`config.mk`:
```
export PLATFORM = sky130hd
export DESIGN_NAME = aurora_lock_supervisor
export DESIGN_NICKNAME = d
export VERILOG_FILES = /design/src/rtl/aurora_lock_supervisor.sv
export SDC_FILE = /design/constraint.sdc
export NUM_CORES = 1
export LEC_CHECK = 0
export BUFFER_PORTS_ARGS = -buffer_cell sky130_fd_sc_hd__clkbuf_2
export CORE_ASPECT_RATIO = 0.5
export CORE_MARGIN = 2
export CORE_UTILIZATION = 40
export DETAILED_ROUTE_END_ITERATION = 7
export GPL_TIMING_DRIVEN = 0
export PLACE_DENSITY = 0.54
export RECOVER_POWER = 25
export SLEW_MARGIN = 20
export SYNTH_ARGS = -nofsm -noshare
export SYNTH_HDL_FRONTEND = slang
export SYNTH_SLANG_ARGS = --single-unit
```
`constraint.sdc`:
```
create_clock -name USER_CLK -period 4.5 [get_ports USER_CLK]
set_input_delay 0.675 -clock USER_CLK [delete_from_list [all_inputs] [get_ports USER_CLK]]
set_output_delay 0.675 -clock USER_CLK [all_outputs]
set_load 0.02 [all_outputs]
```
`src/rtl/aurora_lock_supervisor.sv`:
```
// Per-channel GT lock supervisor: synchronises raw PLL lock, qualifies it over a
// programmable stable interval, aggregates enabled channels and counts lock losses.
module aurora_lock_supervisor #(
  parameter int unsigned NUM_CHANNELS       = 1,
  parameter int unsigned LOCK_STABLE_CYCLES = 1024,
  parameter int unsigned CNT_WIDTH          = 16,
  parameter int unsigned LOSS_CNT_WIDTH     = 8
) (
  input  logic                                     USER_CLK,
  input  logic                                     RESET_N,
  input  logic [NUM_CHANNELS-1:0]                  GT_CLK_LOCKED,
  input  logic [NUM_CHANNELS-1:0]                  CHANNEL_ENABLE,
  input  logic                                     CLEAR_COUNTS,
  output logic [NUM_CHANNELS-1:0]                  LOCKED_STABLE,
  output logic                                     PLL_NOT_LOCKED,
  output logic [NUM_CHANNELS*LOSS_CNT_WIDTH-1:0]   LOSS_COUNT
);

  typedef enum logic [1:0] {
    ST_UNLOCKED = 2'd0,
    ST_QUALIFY  = 2'd1,
    ST_LOCKED   = 2'd2
  } state_e;

  localparam logic [CNT_WIDTH-1:0]      QUAL_LAST = CNT_WIDTH'(LOCK_STABLE_CYCLES - 1);
  localparam logic [LOSS_CNT_WIDTH-1:0] LOSS_MAX  = '1;

  logic [NUM_CHANNELS-1:0]   sync1_q;
  logic [NUM_CHANNELS-1:0]   s2;
  state_e                    state_q [NUM_CHANNELS];
  state_e                    state_d [NUM_CHANNELS];
  logic [CNT_WIDTH-1:0]      cnt_q   [NUM_CHANNELS];
  logic [CNT_WIDTH-1:0]      cnt_d   [NUM_CHANNELS];
  logic [LOSS_CNT_WIDTH-1:0] loss_q  [NUM_CHANNELS];
  logic [LOSS_CNT_WIDTH-1:0] loss_d  [NUM_CHANNELS];
  logic [NUM_CHANNELS-1:0]   loss_ev;
  logic [NUM_CHANNELS-1:0]   locked_q;
  logic [NUM_CHANNELS-1:0]   locked_d;
  logic                      all_ok;
  logic                      pnl_q;
  logic                      pnl_d;

  // Two-flop synchroniser; s2 is the only consumer-visible view of the raw lock.
  always_ff @(posedge USER_CLK or negedge RESET_N) begin
    if (!RESET_N) begin
      sync1_q <= '0;
      s2      <= '0;
    end else begin
      sync1_q <= GT_CLK_LOCKED;
      s2      <= sync1_q;
    end
  end

  // State, qualification counter, loss counter and output registers.
  always_ff @(posedge USER_CLK or negedge RESET_N) begin
    if (!RESET_N) begin
      for (int unsigned i = 0; i < NUM_CHANNELS; i++) begin
        state_q[i] <= ST_UNLOCKED;
        cnt_q[i]   <= '0;
        loss_q[i]  <= '0;
      end
      locked_q <= '0;
      pnl_q    <= 1'b1;
    end else begin
      for (int unsigned i = 0; i < NUM_CHANNELS; i++) begin
        state_q[i] <= state_d[i];
        cnt_q[i]   <= cnt_d[i];
        loss_q[i]  <= loss_d[i];
      end
      locked_q <= locked_d;
      pnl_q    <= pnl_d;
    end
  end

  // Per-channel next state; disable overrides everything and never counts a loss.
  always_comb begin
    loss_ev  = '0;
    locked_d = '0;
    for (int unsigned i = 0; i < NUM_CHANNELS; i++) begin
      state_d[i] = state_q[i];
      cnt_d[i]   = cnt_q[i];
      loss_d[i]  = loss_q[i];
      if (!CHANNEL_ENABLE[i]) begin
        state_d[i] = ST_UNLOCKED;
        cnt_d[i]   = '0;
      end else begin
        case (state_q[i])
          ST_UNLOCKED: begin
            cnt_d[i] = '0;
            if (s2[i]) state_d[i] = ST_QUALIFY;
          end
          ST_QUALIFY: begin
            if (!s2[i]) begin
              state_d[i] = ST_UNLOCKED;
              cnt_d[i]   = '0;
            end else if (cnt_q[i] == QUAL_LAST) begin
              state_d[i] = ST_LOCKED;
              cnt_d[i]   = '0;
            end else begin
              cnt_d[i] = cnt_q[i] + CNT_WIDTH'(1);
            end
          end
          ST_LOCKED: begin
            if (!s2[i]) begin
              state_d[i] = ST_UNLOCKED;
              loss_ev[i] = 1'b1;
            end
          end
          default: begin
            state_d[i] = ST_UNLOCKED;
            cnt_d[i]   = '0;
          end
        endcase
      end
      if (CLEAR_COUNTS) begin
        loss_d[i] = '0;
      end else if (loss_ev[i] && (loss_q[i] != LOSS_MAX)) begin
        loss_d[i] = loss_q[i] + LOSS_CNT_WIDTH'(1);
      end
      locked_d[i] = (state_d[i] == ST_LOCKED);
    end
  end

  // Aggregate: low only when some channel is enabled and every enabled one is locked.
  always_comb begin
    all_ok = 1'b1;
    for (int unsigned i = 0; i < NUM_CHANNELS; i++) begin
      if (CHANNEL_ENABLE[i] && !locked_q[i]) all_ok = 1'b0;
    end
    pnl_d = !((|CHANNEL_ENABLE) && all_ok);
  end

  assign LOCKED_STABLE  = locked_q;
  assign PLL_NOT_LOCKED = pnl_q;

  for (genvar g = 0; g < NUM_CHANNELS; g++) begin : g_loss_out
    assign LOSS_COUNT[g*LOSS_CNT_WIDTH +: LOSS_CNT_WIDTH] = loss_q[g];
  end

endmodule

```
==> flow_metrics.tcl <==
set metrics [dict create \
    status "complete, but fails checks" \
    violations "capacitance limit, slew limit" \
    drt-met1-wl_um 1900 \
    synth_edf_count 0 \
    fin_skew_ns 0.00562 \
    maxUsedRoutingLayer "met4" \
    yosys.area.top_type "dfrtp_1" \
    hold_viol 0 \
    ctsRootBufferMaster "clkbuf_8" \
    min_period_over_period_pct 41.3 \
    layout_min_cycle_time_ns 1.86 \
    grt_overflow 0 \
    route.detailed.wl_per_inst_um 15.1 \
    routed_wl_um 3690 \
    num_vias 1402 \
    dieArea_um2 4600 \
    max-cap-violations 1 \
    ys.flop_type "dfrtp_1" \
    clkLatencyLatePin_ns 0.28 \
    arrival_ns 2.07 \
    max_freq_mhz 539 \
    yosysSeqAreaShare_pct 46.5 \
    drc 0 \
    synth.net_count 176 \
    syn_inst 169 \
    clockBufferDepth 2 \
    track_usage_pct 18.2 \
    grt_pass1_wl_um 6450 \
    path_clk_slew_ns 0.07 \
    place.gp.congestion 0.842 \
    cts_setup_buffers 0 \
    drtIter0Drc 79 \
    critPathMaxFanout 10 \
    num_antenna_cells 0 \
    crit_type "flip-flop to flip-flop" \
    clock-sinks 30 \
    postCtsResizedCells 0 \
    p_per_area_nw_per_um2 333 \
    ctsHoldBuffers 0 \
    drt_first_pass_iters 4 \
    syn-cell-area_um2 1620 \
    io_buffers 13 \
    drtAntennaViolNets 0 \
    nNetsFinal 196 \
    placementRows 16 \
    synth_seq_cells 30 \
    slowest_delay_ns 0.43 \
    cp_slowest_cell "or4b_1" \
    final.setup.tns_ns 0 \
    layout.cells.non_filler 244 \
    wl_met3_um 172 \
    io_pins 15 \
    start_util_pct 41.7 \
    grt_pass1_vias 1333 \
    slew-limit-headroom_pct -8.59 \
    viasPerCell 5.75 \
    synthArstFlopShare_pct 100 \
    antenna_found_initial 0 \
    cp-end-kind "flip-flop" \
    drive_gt1_share_pct 14.7 \
    yosys_warnings 0 \
    worst_pin_slew_ns 1.63 \
    cts_made_buffers 5 \
    wl_met2_um 1570 \
    postSynthAreaPerCell_um2 9.57 \
    dpl.hpwl_um 2540 \
    drv_slew 31 \
    synth_top_cell_area_share_pct 44.9 \
    rsz0062_at_grt "no" \
    total_power_mw 0.630 \
    yosysUniqueCellTypes 45 \
    syn_to_final_growth_pct 16.9 \
    die_w_um 93.9 \
    die_h_um 49.0 \
    synth.area.top_cells "dfrtp_1 45%, a31oi_1 4.3%, nand4_1 4.3%" \
    grt_max_degree 31 \
    htree_levels 2 \
    setup_viol 0 \
    hold_class "flip-flop to flip-flop" \
    required_ns 4.71 \
    ir_drop_mv 0.159 \
    core_um2 3880 \
    path_cells "ha_1, and4_1, nand4_1, buf_6, or4b_1, a31oi_1" \
    p_leak_nw 0.784 \
    dp_cells 236 \
    cp-start-kind "flip-flop" \
    cts_tree "yes" \
]
-- per-layer routing --
| metal | vias up | GRT usage [%] |
|---|---|---|
| li1 | 685 | - |
| met1 | 673 | 25.1 |
| met2 | 37 | 26.9 |
| met3 | 7 | 5.87 |
| met4 | 0 | 6.28 |
| met5 | - | 0 |
-- Yosys cell counts, drive strengths merged, types with 4 or more instances --
master,instances
nand3,6
a31oi,11
xnor2,4
dfrtp,29
and3,4
nor2,11
nor4,5
inv,10
buf,5
nand2,14
a22o,4
nand4,11
nand2b,4
o21ai,5
-- flip-flops by register name (all words and copies together) (netlist names) --
name	count
state_q	2
LOSS_COUNT	8
s2	1
PLL_NOT_LOCKED	1
LOCKED_STABLE	1
cnt_q	16
sync1_q	1
-- worst max-delay path, delay by kind of cell (launching register included) --
family	cells	cell delay, ns
AO/OA/AOI/OAI	1	0.17
adder cells (fa/ha/maj)	1	0.27
buffers and inverters	1	0.15
flip-flops	1	0.41
AND/OR/NAND/NOR	3	0.77
-- logic make-up (layout without fill, tap and decap cells) --
| family | Yosys count | count (layout) | synth area share (%) |
|---|---|---|---|
| buffers and inverters | 17 | 38 | 4.64 |
| adder cells (fa/ha/maj) | 2 | 2 | 1.55 |
| AND/OR/NAND/NOR | 73 | 73 | 26.1 |
| AO/OA/AOI/OAI | 41 | 41 | 17.9 |
| flip-flops | 30 | 30 | 46.5 |
| multiplexers | 1 | 1 | 0.619 |
| XOR/XNOR | 5 | 5 | 2.71 |
-- layout by cell type (no fill, tap or decap), types with 3 or more instances in the layout --
cell and n:
nor4_1 5, xnor2_1 4, nand2_1 14, o211ai_1 3
a31o_2 3, clkbuf_8 6, clkbuf_2 11, clkbuf_1 4
dfrtp_1 29, a31oi_1 11, and3_1 4, nand3_1 6
nand4_1 11, o22ai_1 3, buf_2 3, nand2b_1 4
nor2_1 11, a22o_1 4, inv_1 10, o21ai_0 5
-- final cells by class --
| cell class | instances | area, um2 |
|---|---|---|
| fillers | 385 | 1990 |
| multi-input cells | 122 | 791 |
| flip-flops and latches | 30 | 752 |
| clock buffers | 6 | 82.6 |
| well taps | 54 | 67.6 |
| repair buffers | 13 | 62.6 |
| clock inverters | 2 | 60.1 |
| plain buffers | 7 | 37.5 |
| inverters | 10 | 37.5 |
-- report_power, final --
| group | switching [mW] | total (mW) | leakage, nW | internal [mW] |
|---|---|---|---|---|
| clock | 0.106 | 0.342 | 0.0714 | 0.236 |
| sequential | 0.00151 | 0.273 | 0.410 | 0.271 |
| combinational | 0.0115 | 0.0156 | 0.303 | 0.00412 |
-- metrics by stage --
stage	util [%]	hold slack [ns]	worst slack, ns	cell area [um2]
2_1_floorplan	-	0.331	2.81	1620
3_3_place_gp	45.1	0.333	2.67	1750
3_5_place_dp	45.1	0.343	2.64	1750
4_1_cts	48.7	0.359	2.65	1890
5_1_grt	48.7	0.371	2.34	1890
6_report	48.7	0.356	2.64	1890
-- path summary, 6_finish.rpt --
path                                                   to            startpoint  cells past startpoint  slack [ns]
worst max-delay path                cnt_q[12]$_DFFE_PN0P_  cnt_q[0]$_DFFE_PN0P_                      6        2.64
max in group asynchronous           cnt_q[10]$_DFFE_PN0P_               RESET_N                      1        2.76
worst max register to register      cnt_q[12]$_DFFE_PN0P_  cnt_q[0]$_DFFE_PN0P_                      6        2.64
worst min-delay path                         s2$_DFF_PN0_     sync1_q$_DFF_PN0_                      0        0.36
min in group asynchronous       LOSS_COUNT[2]$_DFFE_PN0P_               RESET_N                      1        0.79
worst min register to register               s2$_DFF_PN0_     sync1_q$_DFF_PN0_                      0        0.36
Power figures use the tool's default switching activity.
